## src/rtl/execute_sched.sv

```systemverilog
// In-order single-issue scheduler: routes one instruction to an execute unit, holds issue while
// that unit is busy, registers its result for writeback and flags illegal ops / watchdog expiry.
module execute_sched #(
    parameter int NUM_UNITS = 4,
    parameter int TIMEOUT   = 64
) (
    input  logic                            clk,
    input  logic                            reset,
    input  logic                            flush,
    input  logic                            issue_valid,
    input  logic [$clog2(NUM_UNITS):0]      issue_unit,
    input  logic [4:0]                      issue_rd,
    output logic                            issue_ready,
    output logic                            unit_flush,
    output logic [NUM_UNITS-1:0]            unit_read_valid,
    input  logic [NUM_UNITS-1:0]            unit_processing,
    input  logic [NUM_UNITS-1:0]            unit_valid,
    input  logic [32*NUM_UNITS-1:0]         unit_rd_val,
    output logic                            wb_valid,
    output logic [4:0]                      wb_rd,
    output logic [31:0]                     wb_rd_val,
    output logic                            illegal_op,
    output logic                            timeout_err
);
    localparam int UW = $clog2(NUM_UNITS) + 1;
    localparam int CW = $clog2(TIMEOUT) + 1;

    typedef enum logic {S_IDLE, S_BUSY} state_t;

    state_t          r_state;
    logic [UW-1:0]   r_cur_unit;
    logic [4:0]      r_cur_rd;
    logic [CW-1:0]   r_count;

    logic            w_accept;
    logic            w_sel_proc;
    logic            w_sel_valid;
    logic [31:0]     w_sel_val;
    logic            w_cur_valid;
    logic [31:0]     w_cur_val;
    logic            w_take;
    logic [4:0]      w_take_rd;
    logic [31:0]     w_take_val;
    logic            w_illegal;
    logic            w_timeout;
    logic            w_go_busy;

    assign issue_ready = reset && (r_state == S_IDLE) && !flush;
    assign unit_flush  = flush;
    assign w_accept    = issue_valid && issue_ready;

    // An out-of-range issue_unit matches no slot, so it reads as "not processing" and is illegal.
    always_comb begin
        w_sel_proc      = 1'b0;
        w_sel_valid     = 1'b0;
        w_sel_val       = '0;
        w_cur_valid     = 1'b0;
        w_cur_val       = '0;
        unit_read_valid = '0;
        for (int i = 0; i < NUM_UNITS; i++) begin
            if (issue_unit == UW'(i)) begin
                w_sel_proc         = unit_processing[i];
                w_sel_valid        = unit_valid[i];
                w_sel_val          = unit_rd_val[32*i +: 32];
                unit_read_valid[i] = w_accept;
            end
            if (r_cur_unit == UW'(i)) begin
                w_cur_valid = unit_valid[i];
                w_cur_val   = unit_rd_val[32*i +: 32];
            end
        end
    end

    always_comb begin
        w_take     = 1'b0;
        w_take_rd  = r_cur_rd;
        w_take_val = w_cur_val;
        w_illegal  = 1'b0;
        w_timeout  = 1'b0;
        w_go_busy  = 1'b0;
        if (r_state == S_IDLE) begin
            if (w_accept) begin
                if (!w_sel_proc) begin
                    w_illegal = 1'b1;
                end else if (w_sel_valid) begin
                    w_take     = 1'b1;
                    w_take_rd  = issue_rd;
                    w_take_val = w_sel_val;
                end else begin
                    w_go_busy = 1'b1;
                end
            end
        end else begin
            if (w_cur_valid) begin
                w_take = 1'b1;
            end else if (r_count == CW'(TIMEOUT - 1)) begin
                w_timeout = 1'b1;
            end
        end
    end

    always_ff @(posedge clk) begin
        if (!reset) begin
            r_state     <= S_IDLE;
            r_cur_unit  <= '0;
            r_cur_rd    <= '0;
            r_count     <= '0;
            wb_valid    <= 1'b0;
            wb_rd       <= '0;
            wb_rd_val   <= '0;
            illegal_op  <= 1'b0;
            timeout_err <= 1'b0;
        end else begin
            wb_valid    <= w_take && !flush && (w_take_rd != 5'd0);
            illegal_op  <= w_illegal && !flush;
            timeout_err <= w_timeout && !flush;
            if (w_take && !flush) begin
                wb_rd     <= w_take_rd;
                wb_rd_val <= w_take_val;
            end
            if (flush) begin
                r_state <= S_IDLE;
                r_count <= '0;
            end else if (r_state == S_IDLE) begin
                if (w_go_busy) begin
                    r_state    <= S_BUSY;
                    r_cur_unit <= issue_unit;
                    r_cur_rd   <= issue_rd;
                    r_count    <= CW'(1);
                end
            end else if (w_take || w_timeout) begin
                r_state <= S_IDLE;
                r_count <= '0;
            end else begin
                r_count <= r_count + CW'(1);
            end
        end
    end
endmodule
```

## config.mk

```make
export PLATFORM = sky130hd
export DESIGN_NAME = execute_sched
export DESIGN_NICKNAME = d
export VERILOG_FILES = /design/src/rtl/execute_sched.sv
export SDC_FILE = /design/constraint.sdc
export NUM_CORES = 1
export LEC_CHECK = 0
export ABC_AREA = 0
export ABC_CLOCK_PERIOD_IN_PS = 2400
export BUFFER_PORTS_ARGS = -buffer_cell sky130_fd_sc_hd__buf_2
export CAP_MARGIN = 20
export CORE_ASPECT_RATIO = 0.9
export CORE_UTILIZATION = 49
export CTS_BUF_LIST = sky130_fd_sc_hd__clkbuf_16
export CTS_CLUSTER_DIAMETER = 30
export DETAILED_ROUTE_END_ITERATION = 12
export GPL_ROUTABILITY_DRIVEN = 0
export PLACE_DENSITY = 0.79
export SLEW_MARGIN = 10
export SYNTH_ARGS = -nofsm -noshare
export SYNTH_HDL_FRONTEND = slang
export SYNTH_SLANG_ARGS = --single-unit
```

## constraint.sdc

```tcl
create_clock -name clk -period 2.4 [get_ports clk]
set_input_delay 0.24 -clock clk [delete_from_list [all_inputs] [get_ports clk]]
set_output_delay 0.24 -clock clk [all_outputs]
set_load 0.02 [all_outputs]
```

==> results of run 1 <==
==> kinds of logic after synthesis <==
family	synth area share [%]
AO/OA/AOI/OAI	30.0
XOR/XNOR	0.189
adder cells (fa/ha/maj)	0.269
buffers and inverters	6.55
flip-flops	24.1
multiplexers	25.3
AND/OR/NAND/NOR	13.6
==> path summary, 6_finish.rpt <==
kind	endpoint	cells past startpoint
setup / recovery	wb_rd_val[9]	5
hold / removal	r_cur_rd[2]	3
setup reg to reg	wb_rd_val[9]	5
hold reg to reg	r_count[6]	2
==> layout make-up <==
| type | instances | area [um2] |
|---|---|---|
| fillers | 806 | 3310 |
| multi-input cells | 364 | 3220 |
| repair buffers | 222 | 1180 |
| flip-flops and latches | 56 | 1120 |
| well taps | 122 | 153 |
| clock buffers | 5 | 125 |
| inverters | 10 | 37.5 |
| clock inverters | 3 | 11.3 |
==> power breakdown <==
part	leakage (nW)	switching (mW)	internal (mW)
logic	1.99	0.303	0.294
clock network	0.0738	0.324	0.377
registers	0.453	0.00754	0.941
total	2.52	0.635	1.61
==> sequential cells by signal, indices dropped and copies added (netlist names) <==
name         cells
wb_valid         1
timeout_err      1
r_cur_unit       3
r_state          1
r_count          7
r_cur_rd         5
illegal_op       1
wb_rd_val       32
wb_rd            5
==> through the flow <==
step	hold slack (ns)	power [mW]	util, %	cells
3_5_place_dp	0.441	1.55	62.4	774
4_1_cts	0.209	2.24	63.9	782
5_1_grt	0.225	2.33	63.9	782
3_3_place_gp	0.431	1.53	62.4	774
2_1_floorplan	0.388	1.31	-	482
6_report	0.213	2.25	63.9	782
==> worst reg2reg max path, stage by stage, from the launching register on <==
cell and delay [ns]:
dfxtp_1 0.35, nor3b_2 0.29, and2_1 0.24, a31oi_4 0.15, nor2_4 0.79, o221a_1 0.35
==> routing by layer <==
layer | part of all wire [%] | wire length, um
met1 | 39 | 6260
met2 | 48 | 7680
met3 | 9.0 | 1440
met4 | 3.2 | 513
met5 | 0 | 0
==> cells in the final DEF, fill, tap and decap left out, drive strengths merged, types with 8 or more instances in the layout <==
cell type | synthesis | routed
a21o | 15 | 15
a21oi | 28 | 28
a22oi | 15 | 15
a2bb2oi | 18 | 18
a311oi | 13 | 13
buf | 27 | 222
dfxtp | 56 | 56
inv | 9 | 11
mux2 | 26 | 26
mux4 | 37 | 37
nand2 | 30 | 30
nand3 | 21 | 21
nand4 | 13 | 13
nor2 | 30 | 30
o21ai | 20 | 20
o221a | 23 | 23
o22ai | 8 | 8
==> metrics.md, run 1 <==
| Metric | Value |
|---|---|
| Status | `completed` |
| Peak Freq | `450 MHz` |
| Slew Limit Fails | `0` |
| Finish-stage setup viols | `0` |
| Critical path required time | `2.63 ns` |
| Unrepaired setup endpoints after global routing | `false` |
| Core ar. | `9170 um2` |
| Die Y | `94.4 um` |
| FF+latch count, synth | `56` |
| Total I/O pin count | `194` |
| Top Usage Layer GRT | `met2` |
| Syn_nets | `631` |
| Area contributors post-synth | `dfxtp_1 24%, mux4_2 18%, mux2_2 6.3%` |
| Drt drc | `0` |
| Max Cap Viol | `0` |
| Longest Clk Path Bufs | `2` |
| Leakage power | `2.52 nW` |
| Clock sinks | `56` |
| Setup crit start kind | `register` |
| Clock Latency Late Sink | `0.29 ns` |
| First-pass GRT wire length | `24,800 um` |
| Avg Inst Size Synth | `9.64 um2` |
| Initial DRC count | `310` |
| Final Instance Area | `5850 um2` |
| Post-DP Area | `5720 um2` |
| Ys Warns | `0` |
| Number of global-route vias before repair | `5,093` |
| Hold Buf Count CTS | `0` |
| Flop2flop setup slack | `0.18 ns` |
| Die width | `105 um` |
| Final Hold Vio Count | `0` |
| Pwr Density | `384 nW/um2` |
| Biggest area consumer among synthesized cells | `dfxtp_1` |
| Final WS setup | `0.177 ns` |
| Largest net degree at the start of global routing | `41` |
| Post-synth top area share | `24.1%` |
| WP buf/inv | `0` |
| Layout Nets | `808` |
| Die ar. | `9870 um2` |
| Sequential share of the synthesized area | `24.1%` |
| N_diodes | `0` |
| Most frequent cell after synthesis | `dfxtp_1` |
| CP max stage cell | `nor2_4` |
| Met2 Track Usage GR | `53.3%` |
| Synthesized area | `4640 um2` |
| CTS clk-pin slew, worst paths | `0.07 ns` |
| Root buf cell | `clkbuf_16` |
| Final antenna-violating net count | `0` |
| DPL Wire Length | `11,700 um` |
| Critical-path maximum fanout | `36` |
| Synth-to-layout area growth | `26.0%` |
| Main synth FF type | `dfxtp_1` |
| Layout cells sized above 1 | `48.0%` |
| VDD IR max | `0.238 mV` |
| Final WL | `15,900 um` |
| I/O Buffers | `193` |
| TNS Setup | `0 ns` |
| Pre-CTS setup slack | `0.0821 ns` |
| Cell count after synthesis | `482` |
| Cell row count | `33` |
| Starting Density | `50.7%` |
| WL per Instance | `20.3 um` |
| Worst Hold Class | `primary input to register` |
| Top cells by count, synth | `56 x dfxtp_1, 37 x mux4_2, 30 x nand2_1` |
| Ys async rst share | `0%` |
| Clk_skew | `0.00296 ns` |
| EDFF count, synth | `0` |
| Resize count post-CTS | `0` |
| Min-delay src | `issue_rd[2]` |
| Htree depth | `2` |
| Top delay family on crit path | `simple AND/OR/NAND/NOR gates` |
| TritonCTS clock tree | `done` |
| Detailed Routing Iterations Pass 1 | `5` |
| Setup Fix Bufs, Post-CTS | `0` |
| Via count | `5,138` |
| Worst reg2reg startpoint | `r_state` |
| Critical path data arrival time | `2.46 ns` |
| Max incr delay on CP | `0.79 ns` |
| Total gr overflow | `0` |
| Crit. End Element | `register` |
| Initial antenna violation count | `0` |
| Worst Tran Pin Value | `1.02 ns` |
| Min cycle time layout | `2.22 ns` |
| Crit path cell chain | `nor3b_2 > and2_1 > a31oi_4 > nor2_4 > o221a_1` |
| M3 GR Usage | `6.00%` |
| Tot GR Track Use | `31.7%` |
| CP startpoint | `r_state` |
| Met1 Use GR | `40.0%` |
| WS Path Type | `register to register` |
| Num CTS Buffers | `5` |
| Fin crit share | `92.6%` |
| Slew margin rel. | `31.9%` |
| Vias per cell | `6.57` |
| Count of cell types in the netlist | `58` |
Note: power is estimated with default switching activity, not from simulation.
==> run 2: changes to the inputs <==
--- a/config.mk
+++ b/config.mk
@@ -10,12 +10,14 @@
 export BUFFER_PORTS_ARGS = -buffer_cell sky130_fd_sc_hd__buf_2
 export CAP_MARGIN = 20
 export CORE_ASPECT_RATIO = 0.9
+export CORE_MARGIN = 2
 export CORE_UTILIZATION = 49
 export CTS_BUF_LIST = sky130_fd_sc_hd__clkbuf_16
 export CTS_CLUSTER_DIAMETER = 30
 export DETAILED_ROUTE_END_ITERATION = 12
 export GPL_ROUTABILITY_DRIVEN = 0
 export PLACE_DENSITY = 0.79
+export RECOVER_POWER = 100
 export SLEW_MARGIN = 10
 export SYNTH_ARGS = -nofsm -noshare
 export SYNTH_HDL_FRONTEND = slang
==> run 2 against run 1 <==
Core utilization shrank 1.5 points; critical path depth stayed put; clock skew increased by 0.0035 ns; worst hold slack improved by 0.0045 ns; routed wire length rose by 2.8%; via count shrank 0.51%; first-iteration DRC count grew 32%; design area decreased by 2.3%; die area is 4.1% higher.
==> metrics.md, run 2 (synthesized netlist as in run 1, its figures left out) <==
| Metric | Value |
|---|---|
| Initial DRC count | `408` |
| Min cycle time layout | `2.26 ns` |
| WHS | `0.218 ns` |
| Die Y | `96.4 um` |
| Met1 Use GR | `37.0%` |
| Core ar. | `9170 um2` |
| Slew margin rel. | `36.4%` |
| Clock sinks | `56` |
| Clk_skew | `0.00643 ns` |
| Drt drc | `0` |
| VDD IR max | `0.289 mV` |
| Largest net degree at the start of global routing | `41` |
| Pwr Density | `390 nW/um2` |
| Commonest non-fill, non-tap cell in the layout | `buf_2` |
| WS Path Type | `primary input to output pin` |
| Power Total | `2.23 mW` |
| Critical path data arrival time | `2.02 ns` |
| Met2 Track Usage GR | `52.1%` |
| Layout Nets | `806` |
| I/O Buffers | `193` |
| Top Usage Layer GRT | `met2` |
| Clock Latency Late Sink | `0.29 ns` |
| Die width | `107 um` |
| Most frequent cells in the layout | `148 x buf_2, 55 x dfxtp_1, 46 x clkbuf_1, 37 x mux4_2, 30 x nand2_1` |
| Crit. End Element | `output pin` |
| Worst Hold Class | `primary input to register` |
| Via count | `5,112` |
| Leakage power | `2.30 nW` |
| Final WL | `16,300 um` |
| Critical path required time | `2.16 ns` |
| Max reg flops | `32` |
| Tot GR Track Use | `30.8%` |
| Hold Buf Count CTS | `0` |
| Crit path cell chain | `buf_2 > clkbuf_4 > clkinv_1 > nor4_1 > clkbuf_2` |
| Synth-to-layout area growth | `23.1%` |
| Biggest regs | `wb_rd_val x32, r_count x7` |
| Worst Tran Pin Value | `0.952 ns` |
| Worst reg2reg startpoint | `r_cur_unit[0]` |
| First-pass GRT wire length | `24,800 um` |
| WP buf/inv | `4` |
| Finish-stage setup viols | `0` |
| Htree depth | `2` |
| Cell row count | `33` |
| Setup Fix Bufs, Post-CTS | `0` |
| Setup crit start kind | `primary input` |
| Longest Clk Path Bufs | `2` |
| DP Cell Count | `772` |
| Unrepaired setup endpoints after global routing | `false` |
| CTS clk-pin slew, worst paths | `0.07 ns` |
| DPL Wire Length | `12,100 um` |
| Max incr delay on CP | `0.54 ns` |
| Peak Freq | `442 MHz` |
| Total gr overflow | `0` |
| Num CTS Buffers | `5` |
| Layout cells sized above 1 | `39.5%` |
| Final antenna-violating net count | `0` |
| N_diodes | `0` |
| Root buf cell | `clkbuf_16` |
| Vias per cell | `6.55` |
| Status | `completed` |
| Max Cap Viol | `0` |
| Starting Density | `50.7%` |
| Number of global-route vias before repair | `5,184` |
| Post-Route Utilization | `62.4%` |
| Slew Limit Fails | `0` |
| Largest Register | `wb_rd_val` |
| TNS Setup | `0 ns` |
| Top delay family on crit path | `buffers and inverters` |
| CP max stage cell | `clkinv_1` |
| M3 GR Usage | `6.84%` |
| WL per Instance | `20.9 um` |
| Fin crit share | `94.3%` |
| CP startpoint | `issue_unit[0]` |
| TritonCTS clock tree | `done` |
| Initial antenna violation count | `0` |
| Resize count post-CTS | `0` |
| Final Hold Vio Count | `0` |
| Die ar. | `10,300 um2` |
| Final cell count without fillers | `780` |
| Total I/O pin count | `194` |
| Detailed Routing Iterations Pass 1 | `5` |
| Min-delay src | `issue_rd[0]` |
| Critical-path maximum fanout | `21` |
==> run 2: cell types whose count changed in the layout (fill, tap and decap cells not counted), sizes merged <==
| cell | previous run | this run |
|---|---|---|
| clkbuf | 5 | 54 |
| buf | 222 | 171 |
==> run 2: worst register-to-register path, delay by kind of cell (launching register included) <==
family / cells / cell delay, ns
mux: 1 / 0.33
flops: 1 / 0.33
simple gates: 1 / 0.67
buf+inv: 1 / 0.18
compound gates: 3 / 0.56
==> run 2: worst paths after layout <==
path / to / cells past startpoint / slack [ns]
worst max register to register: wb_rd_val[11] / 6 / 0.23
worst min register to register: wb_rd_val[14] / 2 / 0.48
worst max-delay path: unit_read_valid[1] / 5 / 0.14
worst min-delay path: r_cur_rd[0] / 3 / 0.22
==> run 2: per-stage QoR <==
stage / setup slack, ns / area, um2
after floorplan: 0.340 / 4640
after global placement: 0.220 / 5700
after CTS: 0.184 / 5840
final: 0.136 / 5720
after detailed placement: 0.132 / 5700
after global routing: 0.0255 / 5720
==> run 2: area by class of cell <==
type / instances / area, um2
fill: 849 / 3450
multi-input combinational: 364 / 3160
clock inverter: 3 / 11.3
sequential: 56 / 1120
tap: 122 / 153
inverter: 10 / 37.5
timing repair buffer: 220 / 1100
clock buffer: 5 / 125
==> run 2: routing by layer <==
metal,up-vias,share of wire (%),wire length (um)
met5,-,0,0
met4,0,4.3,709
met3,68,11,1730
met2,364,47,7640
met1,2390,38,6240
li1,2290,-,-
==> run 2: where the power goes <==
part           internal [mW]  switching, mW  total (mW)  leakage [nW]
sequential             0.941        0.00802       0.950         0.452
combinational          0.287          0.297       0.583          1.78
clock                  0.377          0.320       0.697        0.0738
==> run 3: changes to the inputs <==
--- a/config.mk
+++ b/config.mk
@@ -6,18 +6,18 @@
 export NUM_CORES = 1
 export LEC_CHECK = 0
 export ABC_AREA = 0
-export ABC_CLOCK_PERIOD_IN_PS = 2400
+export ABC_CLOCK_PERIOD_IN_PS = 2700
 export BUFFER_PORTS_ARGS = -buffer_cell sky130_fd_sc_hd__buf_2
 export CAP_MARGIN = 20
 export CORE_ASPECT_RATIO = 0.9
-export CORE_MARGIN = 2
-export CORE_UTILIZATION = 49
+export CORE_UTILIZATION = 53
 export CTS_BUF_LIST = sky130_fd_sc_hd__clkbuf_16
 export CTS_CLUSTER_DIAMETER = 30
 export DETAILED_ROUTE_END_ITERATION = 12
 export GPL_ROUTABILITY_DRIVEN = 0
-export PLACE_DENSITY = 0.79
+export PLACE_DENSITY = 0.85
 export RECOVER_POWER = 100
+export REMOVE_ABC_BUFFERS = 1
 export SLEW_MARGIN = 10
 export SYNTH_ARGS = -nofsm -noshare
 export SYNTH_HDL_FRONTEND = slang
==> constraint.sdc (replaced) <==
create_clock -name clk -period 2.7 [get_ports clk]
set_input_delay 0.27 -clock clk [delete_from_list [all_inputs] [get_ports clk]]
set_output_delay 0.27 -clock clk [all_outputs]
set_load 0.02 [all_outputs]
==> run 3 against run 2 <==
Sequential share of layout area hardly changed; first-iteration DRC count up 22%; critical path depth grew 2; combinational power decreased by 13%; worst hold slack gained 0.018 ns; via count decreased by 1.5%; core utilization is 4.5 points higher; largest power group unchanged.
==> metrics.md, run 3 (synthesized netlist as in run 1, its figures left out) <==
| Metric | Value |
|---|---|
| Flop2flop setup slack | `0.34 ns` |
| Layout cells sized above 1 | `39.1%` |
| Clk_skew | `0.00420 ns` |
| Commonest non-fill, non-tap cell in the layout | `buf_2` |
| Peak Freq | `424 MHz` |
| Total gr overflow | `0` |
| Final Hold Vio Count | `0` |
| Synth-to-layout area growth | `22.8%` |
| FILL cells | `725` |
| VDD IR max | `0.384 mV` |
| Max reg flops | `32` |
| Drt drc | `0` |
| Max incr delay on CP | `0.39 ns` |
| Final WL | `14,900 um` |
| Final cell count without fillers | `773` |
| Min-delay src | `issue_rd[0]` |
| Reg-to-Reg End | `r_count[3]` |
| Die ar. | `9140 um2` |
| Pwr Density | `366 nW/um2` |
| Core ar. | `8530 um2` |
| Min cycle time layout | `2.36 ns` |
| Num CTS Buffers | `5` |
| Via count | `5,037` |
| Die Y | `90.8 um` |
| Critical path data arrival time | `2.54 ns` |
| Worst reg2reg startpoint | `r_state` |
| Post-Route Utilization | `66.9%` |
| CP startpoint | `r_state` |
| Biggest regs | `wb_rd_val x32, r_count x7` |
| Leakage power | `2.30 nW` |
| Final antenna-violating net count | `0` |
| Most frequent cells in the layout | `149 x buf_2, 55 x dfxtp_1, 45 x clkbuf_1, 37 x mux4_2, 30 x nand2_1` |
| Number of global-route vias before repair | `4,870` |
| Total I/O pin count | `194` |
| Slew margin rel. | `39.1%` |
| Finish-stage setup viols | `0` |
| DP Cell Count | `765` |
| Cell row count | `32` |
| N_diodes | `0` |
| Vias per cell | `6.52` |
| DPL Wire Length | `11,200 um` |
| Htree depth | `2` |
| Clock Latency Late Sink | `0.30 ns` |
| Starting Density | `54.5%` |
| Resize count post-CTS | `0` |
| Largest net degree at the start of global routing | `41` |
| CP max stage cell | `a221o_1` |
| Pre-CTS setup slack | `0.116 ns` |
| Tot GR Track Use | `32.9%` |
| Largest Register | `wb_rd_val` |
| Setup crit start kind | `register` |
| Top delay family on crit path | `simple AND/OR/NAND/NOR gates` |
| Clock sinks | `56` |
| Critical path required time | `2.89 ns` |
| Root buf cell | `clkbuf_16` |
| Hold Path Depth | `3` |
| Die width | `101 um` |
| Setup Fix Bufs, Post-CTS | `0` |
| WS Path Type | `register to register` |
| Worst Tran Pin Value | `0.905 ns` |
| Initial antenna violation count | `0` |
| Final WS setup | `0.341 ns` |
| Fin crit share | `87.4%` |
| WL per Instance | `19.3 um` |
| Status | `completed` |
| WP buf/inv | `2` |
| Crit path cell chain | `nor3b_1 > buf_4 > nand2_1 > nor2_1 > clkbuf_1 > a21boi_1 > a221o_1` |
| Unrepaired setup endpoints after global routing | `false` |
| Worst Hold Class | `primary input to register` |
| Critical-path maximum fanout | `9` |
| CTS clk-pin slew, worst paths | `0.07 ns` |
| Layout Nets | `802` |
| TritonCTS clock tree | `done` |
| Max Cap Viol | `0` |
| Hold Buf Count CTS | `0` |
| First-pass GRT wire length | `23,700 um` |
| Cells on worst reg2reg path | `7` |
| Worst hold endpoint | `r_cur_rd[0]` |
| I/O Buffers | `193` |
| Slew Limit Fails | `0` |
| Initial DRC count | `498` |
| Detailed Routing Iterations Pass 1 | `5` |
| WHS | `0.236 ns` |
| Longest Clk Path Bufs | `2` |
| Crit. End Element | `register` |
run 3: worst min-delay path, stage by stage:
cell,delay [ns]
buf_2,0.11
nand3_1,0.06
a21oi_1,0.05
run 3: metrics by stage:
step | area [um2] | setup TNS (ns) | power, mW
after floorplan | 4380 | -31.76 | 1.13
after global placement | 5660 | 0 | 1.35
after detailed placement | 5670 | 0 | 1.37
after CTS | 5830 | 0 | 2.09
after global routing | 5710 | 0 | 2.16
final | 5710 | 0 | 2.09
run 3: power by group:
group	leakage [nW]	total (mW)	internal, mW	switching [mW]
Sequential	0.452	0.844	0.837	0.00725
Combinational	1.76	0.509	0.251	0.259
Clock	0.0850	0.732	0.433	0.299
run 3: layout make-up:
cell class / count / area, um2 / area share, %
repair buffers: 216 / 1080 / 18.9
clock inverters: 3 / 38.8 / 0.680
flip-flops and latches: 56 / 1120 / 19.7
inverters: 10 / 37.5 / 0.658
well taps: 119 / 149 / 2.61
multi-input cells: 364 / 3150 / 55.3
clock buffers: 5 / 125 / 2.19
run 3: how the worst max path moves through the flow:
stage / to / slack (ns) / cells past startpoint
final: r_count[3] / 0.34 / 7
after global routing: wb_rd_val[2] / 0.16 / 6
after CTS: wb_rd_val[16] / 0.42 / 5
after detailed placement: wb_rd_val[16] / 0.12 / 6
after global placement: wb_rd_val[9] / 0.27 / 6
after floorplan: wb_rd[4] / -0.89 / 5
run 3: metal layers:
layer	part of all wire, %	track usage [%]
met2	48	53.4
met1	40	42.4
met3	8.5	5.96
met5	0	0
met4	3.2	14.6
